==> config.mk <==
export PLATFORM = sky130hd
export DESIGN_NAME = frame_unpack
export DESIGN_NICKNAME = d
export VERILOG_FILES = /design/src/rtl/frame_unpack.sv
export SDC_FILE = /design/constraint.sdc
export NUM_CORES = 1
export LEC_CHECK = 0
export BUFFER_PORTS_ARGS = -buffer_cell sky130_fd_sc_hd__clkbuf_2
export CAP_MARGIN = 0
export CORE_AREA = 5 5 84 86
export CTS_BUF_LIST = sky130_fd_sc_hd__clkbuf_4 sky130_fd_sc_hd__clkbuf_8 sky130_fd_sc_hd__clkbuf_16
export CTS_CLUSTER_DIAMETER = 40
export DETAILED_ROUTE_END_ITERATION = 8
export DIE_AREA = 0 0 89 91
export PLACE_DENSITY = 0.66
export SYNTH_ARGS = -nofsm -noshare
export SYNTH_HDL_FRONTEND = slang
export SYNTH_SLANG_ARGS = --single-unit
export TNS_END_PERCENT = 10
==> constraint.sdc <==
create_clock -name clk -period 3 [get_ports clk]
set_clock_uncertainty 0.1 [all_clocks]
set_input_delay 0.45 -clock clk [delete_from_list [all_inputs] [get_ports clk]]
set_output_delay 0.45 -clock clk [all_outputs]
set_load 0.02 [all_outputs]
==> src/rtl/frame_unpack.sv <==
// Streaming decoder for 30-bit packed frames: recovers the 10 carried source
// bits, checks the fixed-pattern fields, and buffers results in a 2-entry FIFO.
module frame_unpack (
  input  logic        clk,
  input  logic        rst,
  input  logic        in_valid,
  output logic        in_ready,
  input  logic [29:0] in_data,
  output logic        out_valid,
  input  logic        out_ready,
  output logic [14:0] out_data,
  output logic [14:0] out_mask,
  output logic        out_err,
  output logic [15:0] frame_count,
  output logic [7:0]  err_count
);

  // Fixed-pattern bits of the frame: [26:23], [20:19], [15:14], [11:0].
  localparam logic [29:0] FIX_MASK = 30'h0798_CFFF;
  localparam logic [29:0] FIX_PAT  = 30'h0310_86E8;
  localparam logic [14:0] REC_MASK = 15'h7673;

  logic [14:0] dec_data;
  logic        dec_err;

  logic [15:0] mem_q [2];
  logic        wr_ptr_q, wr_ptr_d;
  logic        rd_ptr_q, rd_ptr_d;
  logic [1:0]  count_q, count_d;
  logic [15:0] frame_count_q, frame_count_d;
  logic [7:0]  err_count_q, err_count_d;
  logic [1:0]  wr_en;
  logic        push, pop;

  always_comb begin
    dec_data        = '0;
    dec_data[1:0]   = in_data[13:12];
    dec_data[6:4]   = in_data[18:16];
    dec_data[9]     = in_data[21];
    dec_data[10]    = ~in_data[22];
    dec_data[14:12] = in_data[29:27];
  end

  assign dec_err = (in_data & FIX_MASK) != FIX_PAT;

  assign in_ready  = (count_q != 2'd2);
  assign out_valid = (count_q != 2'd0);
  assign push      = in_valid && in_ready;
  assign pop       = out_valid && out_ready;

  genvar gi;
  generate
    for (gi = 0; gi < 2; gi++) begin : g_wr_en
      assign wr_en[gi] = push && (wr_ptr_q == 1'(gi));
    end
  endgenerate

  always_comb begin
    wr_ptr_d      = wr_ptr_q ^ push;
    rd_ptr_d      = rd_ptr_q ^ pop;
    count_d       = count_q + {1'b0, push} - {1'b0, pop};
    frame_count_d = frame_count_q;
    err_count_d   = err_count_q;
    if (push) begin
      frame_count_d = frame_count_q + 16'd1;
      if (dec_err && err_count_q != 8'hFF) begin
        err_count_d = err_count_q + 8'd1;
      end
    end
  end

  always_ff @(posedge clk) begin
    if (rst) begin
      wr_ptr_q      <= 1'b0;
      rd_ptr_q      <= 1'b0;
      count_q       <= 2'd0;
      frame_count_q <= '0;
      err_count_q   <= '0;
      for (int i = 0; i < 2; i++) begin
        mem_q[i] <= '0;
      end
    end else begin
      wr_ptr_q      <= wr_ptr_d;
      rd_ptr_q      <= rd_ptr_d;
      count_q       <= count_d;
      frame_count_q <= frame_count_d;
      err_count_q   <= err_count_d;
      for (int i = 0; i < 2; i++) begin
        if (wr_en[i]) begin
          mem_q[i] <= {dec_data, dec_err};
        end
      end
    end
  end

  assign out_data    = mem_q[rd_ptr_q][15:1];
  assign out_err     = mem_q[rd_ptr_q][0];
  assign out_mask    = REC_MASK;
  assign frame_count = frame_count_q;
  assign err_count   = err_count_q;

endmodule

# Word level (Yosys, flattened, before mapping)
# Memories as Yosys holds them, arrays and structs flattened. A register that Yosys moved wholly into a read port is not among the register bits.
# Index checks and enable logic that the tools add are counted.
[word_totals]
mem_count = 1
ram_bits = 22
output_inout_bits = 57
register_bits = 28
input_bits = 34
[classes]
addsub = 4
bitwise = 6
n_reduce_logical = 7
n_mux = 11
n_eq_ne = 3
[memory_table]
columns = ["name", "words", "width", "read_ports", "rd_clocked_by_memory_dff", "write_ports", "line_no", "source"]
rows = [
  ["mem_q", 2, 11, 1, 1, 2, "26", "logic [15:0] mem_q [2];"],
]
[op_table]
columns = ["operator", "count"]
rows = [
  ["$mux 11", 2],
  ["$ne 20x19->1 const B", 1],
  ["$add 16x1->16 const B", 1],
  ["$mux 1", 9],
  ["$add 8x1->8 const B", 1],
  ["$ne 8x8->1 const B", 1],
  ["$logic_and 1x1->1", 5],
  ["$add 2x1->2", 1],
  ["$ne 2x2->1 const B", 1],
  ["$not 1->1", 2],
  ["$or 1x1->1", 2],
  ["$reduce_and 2->1", 1],
  ["$reduce_bool 2->1", 1],
  ["$sub 2x1->2", 1],
  ["$xor 1x1->1", 2],
]

# Logic depth before layout (Yosys ltp)
# Gate-level depths: netlist (run 1).
[depth]
depth_word = 7
depth_mapped = 8

# Worst setup path after synthesis (run 1)
# No wires, ideal clock.
[synth_path]
kind = "flip-flop to flip-flop"
from = "register count_q[1]"
to = "register count_q[1]"
stages_incl_launch_ff = 9
period_less_slack_ns = 1.906
setup_slack_ns = 1.094
arrival_time_ns = 1.679
required_ns = 2.772
setup_time_ns = 0.128
cell_sequence = "dfxtp_1 or2_2 and2_1 ha_1 inv_1 ha_1 xor2_1 xnor2_1 nor2_1"
[synth_rtl]
columns = ["element", "line_no", "source"]
rows = [
  ["from (decl)", "29", "logic [1:0] count_q, count_d;"],
  ["from (signal assigned)", "85", "count_q <= count_d;"],
  ["$reduce_bool 2->1", "47", "assign out_valid = (count_q != 2'd0);"],
  ["via out_valid", "9", "output logic out_valid,"],
  ["$logic_and 1x1->1", "49", "assign pop = out_valid && out_ready;"],
  ["$sub 2x1->2", "61", "count_d = count_q + {1'b0, push} - {1'b0, pop};"],
]
# The timed path passes the listed nets, and every way through them passes these cells.
# A chain may end at the register's enable or synchronous reset.

==> results.json, run 1 <==
{
  "syn_inst": 225,
  "synthArstFlopShare_pct": 0,
  "worst_setup_hold_path_clk_slew_ns": 0.09,
  "max-vdd-ir-drop_mv": 0.293,
  "cts_buffers": 5,
  "grt_pass1_wl_um": 8380,
  "finalHoldViolCount": 0,
  "ys_seq_area_share_pct": 50.8,
  "grt_use_total_pct": 13.0,
  "fin_crit_sh_pct": 70.4,
  "htreeDepth": 2,
  "vias": 1805,
  "final_cell_mix": "70 x clkbuf_2, 28 x dfxtp_1, 22 x edfxtp_1, 20 x conb_1, 18 x nor2_1",
  "fill_cells": 611,
  "netlist_area_um2": 2400,
  "grt_remaining_overflow": 0,
  "grt_max_degree": 33,
  "cts_tree": "yes",
  "final_nets": 335,
  "place_congestion": 0.769,
  "hp-class": "in2reg",
  "first_global_vias": 1776,
  "clk_latency_ns": 0.30,
  "post_drt_wl_per_cell_um": 13.6,
  "drc_errors": 0,
  "rsz0062_at_grt": "no",
  "antenna_cells": 0,
  "r2r-start": "err_count[0]$_SDFFE_PP0P_",
  "io_pins": 91,
  "min_to": "mem_q[0][7]$_DFFE_PP_",
  "dp_hpwl_um": 3770,
  "cts_setup_buffers": 0,
  "antenna_found_initial": 0,
  "finalSetupTns_ns": 0,
  "setup_viol": 0,
  "die_x_um": 89,
  "crit_type": "reg2out",
  "crit_chain": "mux2_2, clkbuf_2",
  "outcome": "complete, no violations",
  "drive_gt1_share_pct": 34.5,
  "hold_start": "in_data[22]",
  "cts-resized-gates": 0,
  "vias_per_cell": 4.84,
  "arrival_ns": 1.56,
  "worst_slack_ns": 0.889,
  "ant_nets": 0,
  "syn_to_final_growth_pct": 18.6,
  "critPathRequiredTime_ns": 2.45,
  "drt_iter0_markers": 129,
  "die_h_um": 91,
  "fp.dieArea_um2": 8100,
  "cp_max_fo": 12,
  "synth-main-ff-cell": "dfxtp_1",
  "portBuffers": 70,
  "cts_root_buf": "clkbuf_8",
  "slew_violations": 0,
  "cap_violations": 0,
  "worstMarginPinSlew_ns": 0.662,
  "cp-start-kind": "flop",
  "cpMaxStageDelayCell": "dfxtp_1",
  "rows": 29,
  "cts_buffer_depth": 2,
  "r2r_cells": 6,
  "ys_types": 40,
  "cts.sinks": 50,
  "critPathBufInv": 1,
  "worst_setup_path_end_kind": "output pin",
  "ff2ff_setup_slack_ns": 1.05,
  "synth_edf_count": 22,
  "final_common_cell": "clkbuf_2",
  "fmax_mhz": 474,
  "worstReg2RegEnd": "err_count[4]$_SDFFE_PP0P_",
  "drt_first_pass_iters": 6,
  "power-per-cell-area_nw_per_um2": 640,
  "cp_top_family": "flip-flops",
  "slew_headroom_pct": 55.8,
  "hold_depth": 2,
  "fin_crit_ns": 2.11,
  "wirelength_um": 5090,
  "power_leakage_uw": 0.00119,
  "cts_hold_buffers": 0,
  "post_synth.cell_area_avg_um2": 10.7,
  "yosysWarnings": 0,
  "start_util_pct": 38.8,
  "dp_slack_ns": 0.934,
  "slowest_delay_ns": 0.70,
  "core_um2": 6200,
  "ys_seq_elements": 50
}
[state kept, by name (all words and copies together), names as in the netlist]
name         count
wr_ptr_q         1
count_q          2
frame_count     16
mem_q           22
rd_ptr_q         1
err_count        8
[worst reg2reg max path: stages, from the launching register on]
cell	delay, ns
dfxtp_1	0.37
ha_1	0.28
nand3_1	0.09
or2_2	0.12
o211ai_2	0.23
or3_2	0.51
a21oi_1	0.16
[layer usage]
metal  track usage [%]  share of wire [%]  vias to the layer above  wire length, um
li1                  -                  -                      890                -
met1              16.0                 40                      852             2040
met3              2.71                6.1                        7              311
met4              4.47                1.4                        0               73
met5                 0                  0                        -                0
met2              22.4                 52                       56             2660
[metrics by stage]
| step | area (um2) | instances | hold slack [ns] | util [%] | total power [uW] |
|---|---|---|---|---|---|
| 6_report | 2850 | 373 | 0.340 | 46.0 | 1830 |
| 5_1_grt | 2850 | 373 | 0.328 | 46.0 | 1940 |
| 4_1_cts | 2850 | 373 | 0.328 | 46.0 | 1850 |
| 3_5_place_dp | 2740 | 365 | 0.390 | 44.2 | 1390 |
| 3_3_place_gp | 2740 | 365 | 0.375 | 44.2 | 1370 |
| 2_1_floorplan | 2470 | 243 | 0.422 | - | 1260 |
[cell families after synthesis]
logic type	share of synthesized area, %
AND/OR/NAND/NOR	20.6
XOR/XNOR	5.10
adder cells (fa/ha/maj)	3.12
AO/OA/AOI/OAI	5.88
other	0.312
multiplexers	5.57
buffers and inverters	8.64
flip-flops	50.8
[cell usage after synthesis (2+ instances only)]
master,n,area (um2)
nand4_1,4,25.0
and4_1,3,26.3
xor2_1,5,43.8
conb_1,2,7.51
nor4bb_1,3,30.0
nand2_1,9,33.8
inv_1,6,22.5
and2_1,11,68.8
edfxtp_1,22,661
or3_1,8,50.1
or2_2,5,31.3
nor2b_1,2,12.5
nand3_1,7,35.0
nor2_1,18,67.6
buf_4,20,150
dfxtp_1,28,561
clkbuf_1,3,11.3
ha_1,6,75.1
xnor2_1,9,78.8
mux2_2,11,124
a21oi_1,12,60.1
nor3_1,5,25.0
o21ai_0,9,45.0
[power breakdown]
| group | switching (uW) | internal (uW) | total (uW) |
|---|---|---|---|
| Clock | 218 | 245 | 463 |
| Sequential | 63.6 | 810 | 873 |
| Combinational | 286 | 203 | 489 |
| Total | 568 | 1260 | 1830 |
[cell type report]
| type | count | area [um2] | area share, % |
|---|---|---|---|
| inverter | 7 | 31.3 | 1.10 |
| clock inverter | 3 | 40.0 | 1.40 |
| multi-input combinational | 161 | 1040 | 36.6 |
| tap | 77 | 96.3 | 3.38 |
| timing repair buffer | 70 | 350 | 12.3 |
| sequential | 50 | 1220 | 42.8 |
| clock buffer | 5 | 68.8 | 2.41 |
[worst max path at each step]
stage	cells after the start	slack, ns	to	start
4_1_cts	2	0.86	out_err	rd_ptr_q$_SDFF_PP0_
3_5_place_dp	6	0.93	err_count[1]$_SDFFE_PP0P_	in_data[14]
3_3_place_gp	6	1.02	err_count[1]$_SDFFE_PP0P_	in_data[1]
6_report	2	0.89	out_data[10]	rd_ptr_q$_SDFF_PP0_
5_1_grt	2	0.80	out_err	rd_ptr_q$_SDFF_PP0_
2_1_floorplan	8	1.09	count_q[1]$_SDFF_PP0_	count_q[1]$_SDFF_PP0_
Note: power is estimated with default switching activity, not from simulation.
==> run 2: changes to the inputs <==
==> constraint.sdc (replaced) <==
create_clock -name clk -period 2.1 [get_ports clk]
set_clock_uncertainty 0.1 [all_clocks]
set_input_delay 0.315 -clock clk [delete_from_list [all_inputs] [get_ports clk]]
set_output_delay 0.315 -clock clk [all_outputs]
set_load 0.02 [all_outputs]
==> run 2 against run 1 <==
Clock-buffer cell count is the same. Largest cell class unchanged. Flip-flop and latch count is the same. Sequential share of layout area shrank 0.056 points. Combinational power grew 51%.
==> results.json, run 2 (synthesized netlist as in run 1, its figures left out) <==
{
  "outcome": "complete, no violations",
  "cp-start-kind": "flop",
  "place_congestion": 0.772,
  "final_common_cell": "clkbuf_2",
  "io_pins": 91,
  "critPathBufInv": 1,
  "antenna_found_initial": 0,
  "grt_use_total_pct": 12.3,
  "crit_top_cell": "ha_1",
  "cap_violations": 0,
  "regArea_um2": 1220,
  "portBuffers": 70,
  "cts_buffer_depth": 2,
  "worst_setup_path_end_kind": "flop",
  "fmax_mhz": 522,
  "grt_remaining_overflow": 0,
  "htreeDepth": 2,
  "largest_reg_flops": 22,
  "ant_nets": 0,
  "cts_hold_buffers": 0,
  "vias_per_cell": 4.71,
  "multiInputGateArea_um2": 1040,
  "rsz0062_at_grt": "no",
  "arrival_ns": 2.00,
  "power_leakage_uw": 0.00120,
  "cts_setup_buffers": 0,
  "cp_max_fo": 3,
  "grt_pass1_wl_um": 7970,
  "crit_type": "reg2reg",
  "drc_errors": 0,
  "wirelength_um": 4800,
  "worst_slack_ns": 0.183,
  "critPathRequiredTime_ns": 2.19,
  "first_global_vias": 1768,
  "post_drt_wl_per_cell_um": 12.8,
  "cts_buffers": 5,
  "cts-resized-gates": 0,
  "clk_latency_ns": 0.30,
  "cts_root_buf": "clkbuf_8",
  "max-vdd-ir-drop_mv": 0.374,
  "drt_first_pass_iters": 4,
  "power-per-cell-area_nw_per_um2": 878,
  "layout.cells.non_filler": 376,
  "drt_iter0_markers": 50,
  "fill_cells": 606,
  "start_util_pct": 38.8,
  "crit_chain": "or2_2, and2_1, ha_1, inv_1, ha_1, xor2_1, xnor2_1, nor2_1",
  "fin_crit_sh_pct": 91.3,
  "syn_to_final_growth_pct": 18.7,
  "cts_tree": "yes",
  "die_x_um": 89,
  "cts.sinks": 50,
  "antenna_cells": 0,
  "dp_slack_ns": 0.191,
  "dpl.cell_count": 368,
  "vias": 1772,
  "regMostFlops": "mem_q",
  "rows": 29,
  "finalSetupTns_ns": 0,
  "cp_top_family": "simple AND/OR/NAND/NOR gates",
  "finalHoldViolCount": 0,
  "die_h_um": 91,
  "drive_gt1_share_pct": 35.1,
  "utilization_pct": 46.0,
  "final_cell_mix": "70 x clkbuf_2, 28 x dfxtp_1, 22 x edfxtp_1, 20 x conb_1, 18 x nor2_1",
  "fin_crit_ns": 1.92,
  "fp.dieArea_um2": 8100,
  "slew_violations": 0,
  "dp_hpwl_um": 3660,
  "worst_setup_hold_path_clk_slew_ns": 0.09,
  "hp-class": "in2reg",
  "holdWs_ns": 0.210,
  "slowest_delay_ns": 0.36,
  "cpMaxStageDelayCell": "dfxtp_1",
  "final_nets": 338,
  "core_um2": 6200,
  "setup_viol": 0,
  "grt_max_degree": 21
}
==> run 2: final timing paths <==
path | depth (start not counted) | slack, ns | start | endpoint
worst min-delay path | 2 | 0.21 | in_data[27] | mem_q[1][8]$_DFFE_PP_
worst max-delay path | 8 | 0.18 | count_q[1]$_SDFF_PP0_ | count_q[1]$_SDFF_PP0_
worst max register to register | 8 | 0.18 | count_q[1]$_SDFF_PP0_ | count_q[1]$_SDFF_PP0_
worst min register to register | 2 | 0.39 | frame_count[1]$_SDFFE_PP0P_ | frame_count[1]$_SDFFE_PP0P_
==> run 2: metal layers <==
layer / global-route usage (%) / routed length (um) / vias up
met4: 4.22 / 42 / 0
met1: 14.1 / 1910 / 834
met5: 0 / 0 / -
met3: 3.17 / 304 / 2
met2: 21.8 / 2540 / 43
li1: - / - / 893
==> run 2: worst reg2reg max path: cells and delay by family (launching register included) <==
family	cells	cell delay [ns]
xor gates and xnor gates	2	0.30
buffers and inverters	1	0.04
and+or+nand+nor	3	0.56
adders and majority gates	2	0.44
DFF	1	0.36
==> run 2: area by class of cell <==
| cell class | count | area share (%) |
|---|---|---|
| Clock inverter | 3 | 0.745 |
| Clock buffer | 5 | 2.41 |
| Tap cell | 77 | 3.37 |
| Sequential cell | 50 | 42.8 |
| Timing Repair Buffer | 73 | 13.1 |
| Inverter | 7 | 1.10 |
| Multi-Input combinational cell | 161 | 36.5 |
==> run 2: per-stage QoR <==
stage | total power (uW) | area (um2)
2_1_floorplan | 1800 | 2470
6_report | 2510 | 2860
4_1_cts | 2550 | 2860
3_5_place_dp | 1990 | 2770
5_1_grt | 2680 | 2860
3_3_place_gp | 1970 | 2770
==> run 2: where the power goes <==
part | leakage [uW] | internal, uW | switching (uW) | total [uW]
Clock | 0.0000403 | 233 | 319 | 552
Sequential | 0.000460 | 1160 | 62.3 | 1220
Combinational | 0.000695 | 303 | 433 | 736
==> run 3: changes to the inputs <==
==> constraint.sdc (replaced) <==
create_clock -name clk -period 2.2 [get_ports clk]
set_clock_uncertainty 0.1 [all_clocks]
set_input_delay 0.33 -clock clk [delete_from_list [all_inputs] [get_ports clk]]
set_output_delay 0.33 -clock clk [all_outputs]
set_load 0.02 [all_outputs]
==> run 3 against run 2 <==
Global-route usage is 0.17 points lower. Final area is 0.13% lower. Hold slack better by 0.0066 ns. Clock-buffer cell count unchanged.
==> results.json, run 3 (synthesized netlist as in run 1, its figures left out) <==
{
  "pwr-share-seq_pct": 49.2,
  "drive_gt1_share_pct": 34.9,
  "final_nets": 337,
  "cp-start-kind": "flop",
  "outcome": "complete, no violations",
  "crit_type": "reg2out",
  "syn_to_final_growth_pct": 18.6,
  "power-per-cell-area_nw_per_um2": 845,
  "hp-class": "in2reg",
  "cts_setup_buffers": 0,
  "cts_tree": "yes",
  "worst_slack_ns": 0.216,
  "largest_reg_flops": 22,
  "vias_per_cell": 4.66,
  "wirelength_um": 4800,
  "cts_buffer_depth": 2,
  "io_pins": 91,
  "drt_iter0_markers": 80,
  "worstMarginPinSlew_ns": 0.554,
  "p_sw_share_pct": 32.9,
  "antenna_cells": 0,
  "core_um2": 6200,
  "switchingPower_uw": 794,
  "arrival_ns": 1.55,
  "layout.cells.non_filler": 375,
  "first_global_vias": 1742,
  "dp_slack_ns": 0.279,
  "cts_root_buf": "clkbuf_8",
  "regMostFlops": "mem_q",
  "htreeDepth": 2,
  "die_x_um": 89,
  "cp_max_fo": 12,
  "final_cell_mix": "70 x clkbuf_2, 28 x dfxtp_1, 22 x edfxtp_1, 20 x conb_1, 18 x nor2_1",
  "grt_pass1_wl_um": 7920,
  "portBuffers": 70,
  "antenna_found_initial": 0,
  "slew_headroom_pct": 63.0,
  "cts_hold_buffers": 0,
  "finalSetupTns_ns": 0,
  "fp.dieArea_um2": 8100,
  "dpl.cell_count": 367,
  "power_leakage_uw": 0.00119,
  "grt_use_total_pct": 12.1,
  "die_h_um": 91,
  "fin_crit_sh_pct": 90.2,
  "clockPowerShare_pct": 22.9,
  "clk_latency_ns": 0.30,
  "ant_nets": 0,
  "grt_remaining_overflow": 0,
  "grt_max_degree": 21,
  "cts-resized-gates": 0,
  "finalHoldViolCount": 0,
  "worst_setup_path_end_kind": "output pin",
  "worst_setup_hold_path_clk_slew_ns": 0.10,
  "drc_errors": 0,
  "rows": 29,
  "setup_viol": 0,
  "fmax_mhz": 504,
  "critPathRequiredTime_ns": 1.77,
  "slew_violations": 0,
  "start_util_pct": 38.8,
  "fin_crit_ns": 1.98,
  "cap_violations": 0,
  "drt_first_pass_iters": 4,
  "post_drt_wl_per_cell_um": 12.8,
  "utilization_pct": 46.0,
  "vias": 1746,
  "place_congestion": 0.759,
  "power_frac_comb_pct": 27.9,
  "final_common_cell": "clkbuf_2",
  "cts_buffers": 5,
  "p_int_uw": 1620,
  "max-vdd-ir-drop_mv": 0.465,
  "dp_hpwl_um": 3610,
  "cts.sinks": 50,
  "rsz0062_at_grt": "no"
}
## run 3: cell types whose count changed in the layout (fill, tap and decap cells not counted), sizes merged
| cell | before | now |
|---|---|---|
| buf | 3 | 2 |
| clkinvlp | 2 | 1 |
| inv | 6 | 7 |
## run 3: final timing paths
kind / start / end / slack, ns / cells after the start
hold reg to reg: frame_count[1]$_SDFFE_PP0P_ / frame_count[1]$_SDFFE_PP0P_ / 0.39 / 2
hold / removal: in_data[29] / mem_q[0][10]$_DFFE_PP_ / 0.22 / 2
setup / recovery: rd_ptr_q$_SDFF_PP0_ / out_data[10] / 0.22 / 2
setup reg to reg: count_q[1]$_SDFF_PP0_ / count_q[1]$_SDFF_PP0_ / 0.28 / 8
## run 3: layout make-up
cell class	count	area, um2
clock buffers	5	68.8
clock inverters	3	25.0
fillers	601	3350
inverters	7	31.3
multi-input cells	161	1040
flip-flops and latches	50	1220
well taps	77	96.3
repair buffers	72	365
## run 3: per-layer routing
metal / up-vias / global-route usage (%) / part of all wire (%)
li1: 893 / - / -
met1: 804 / 14.6 / 44
met2: 43 / 20.7 / 48
met3: 6 / 3.26 / 6.1
met4: 0 / 4.09 / 1.5
met5: - / 0 / 0
## run 3: critical path: stages (launching register included)
cell and delay (ns):
dfxtp_1 0.68, mux2_2 0.41, clkbuf_2 0.16
## run 3: stage by stage
step           cell area, um2  power, uW  hold WS (ns)
6_report                 2850       2410         0.216
5_1_grt                  2850       2550         0.198
4_1_cts                  2850       2440         0.205
3_5_place_dp             2760       1890         0.389
3_3_place_gp             2760       1880         0.375
2_1_floorplan            2470       1720         0.302
## run 3: power groups by stage
stage | sequential, uW | combinational (uW) | clock (uW)
final | 1190 | 672 | 552
after floorplan | 1190 | 521 | 0
after global routing | 1200 | 745 | 606
after detailed placement | 1210 | 679 | 0
after global placement | 1200 | 672 | 0
after CTS | 1190 | 684 | 566
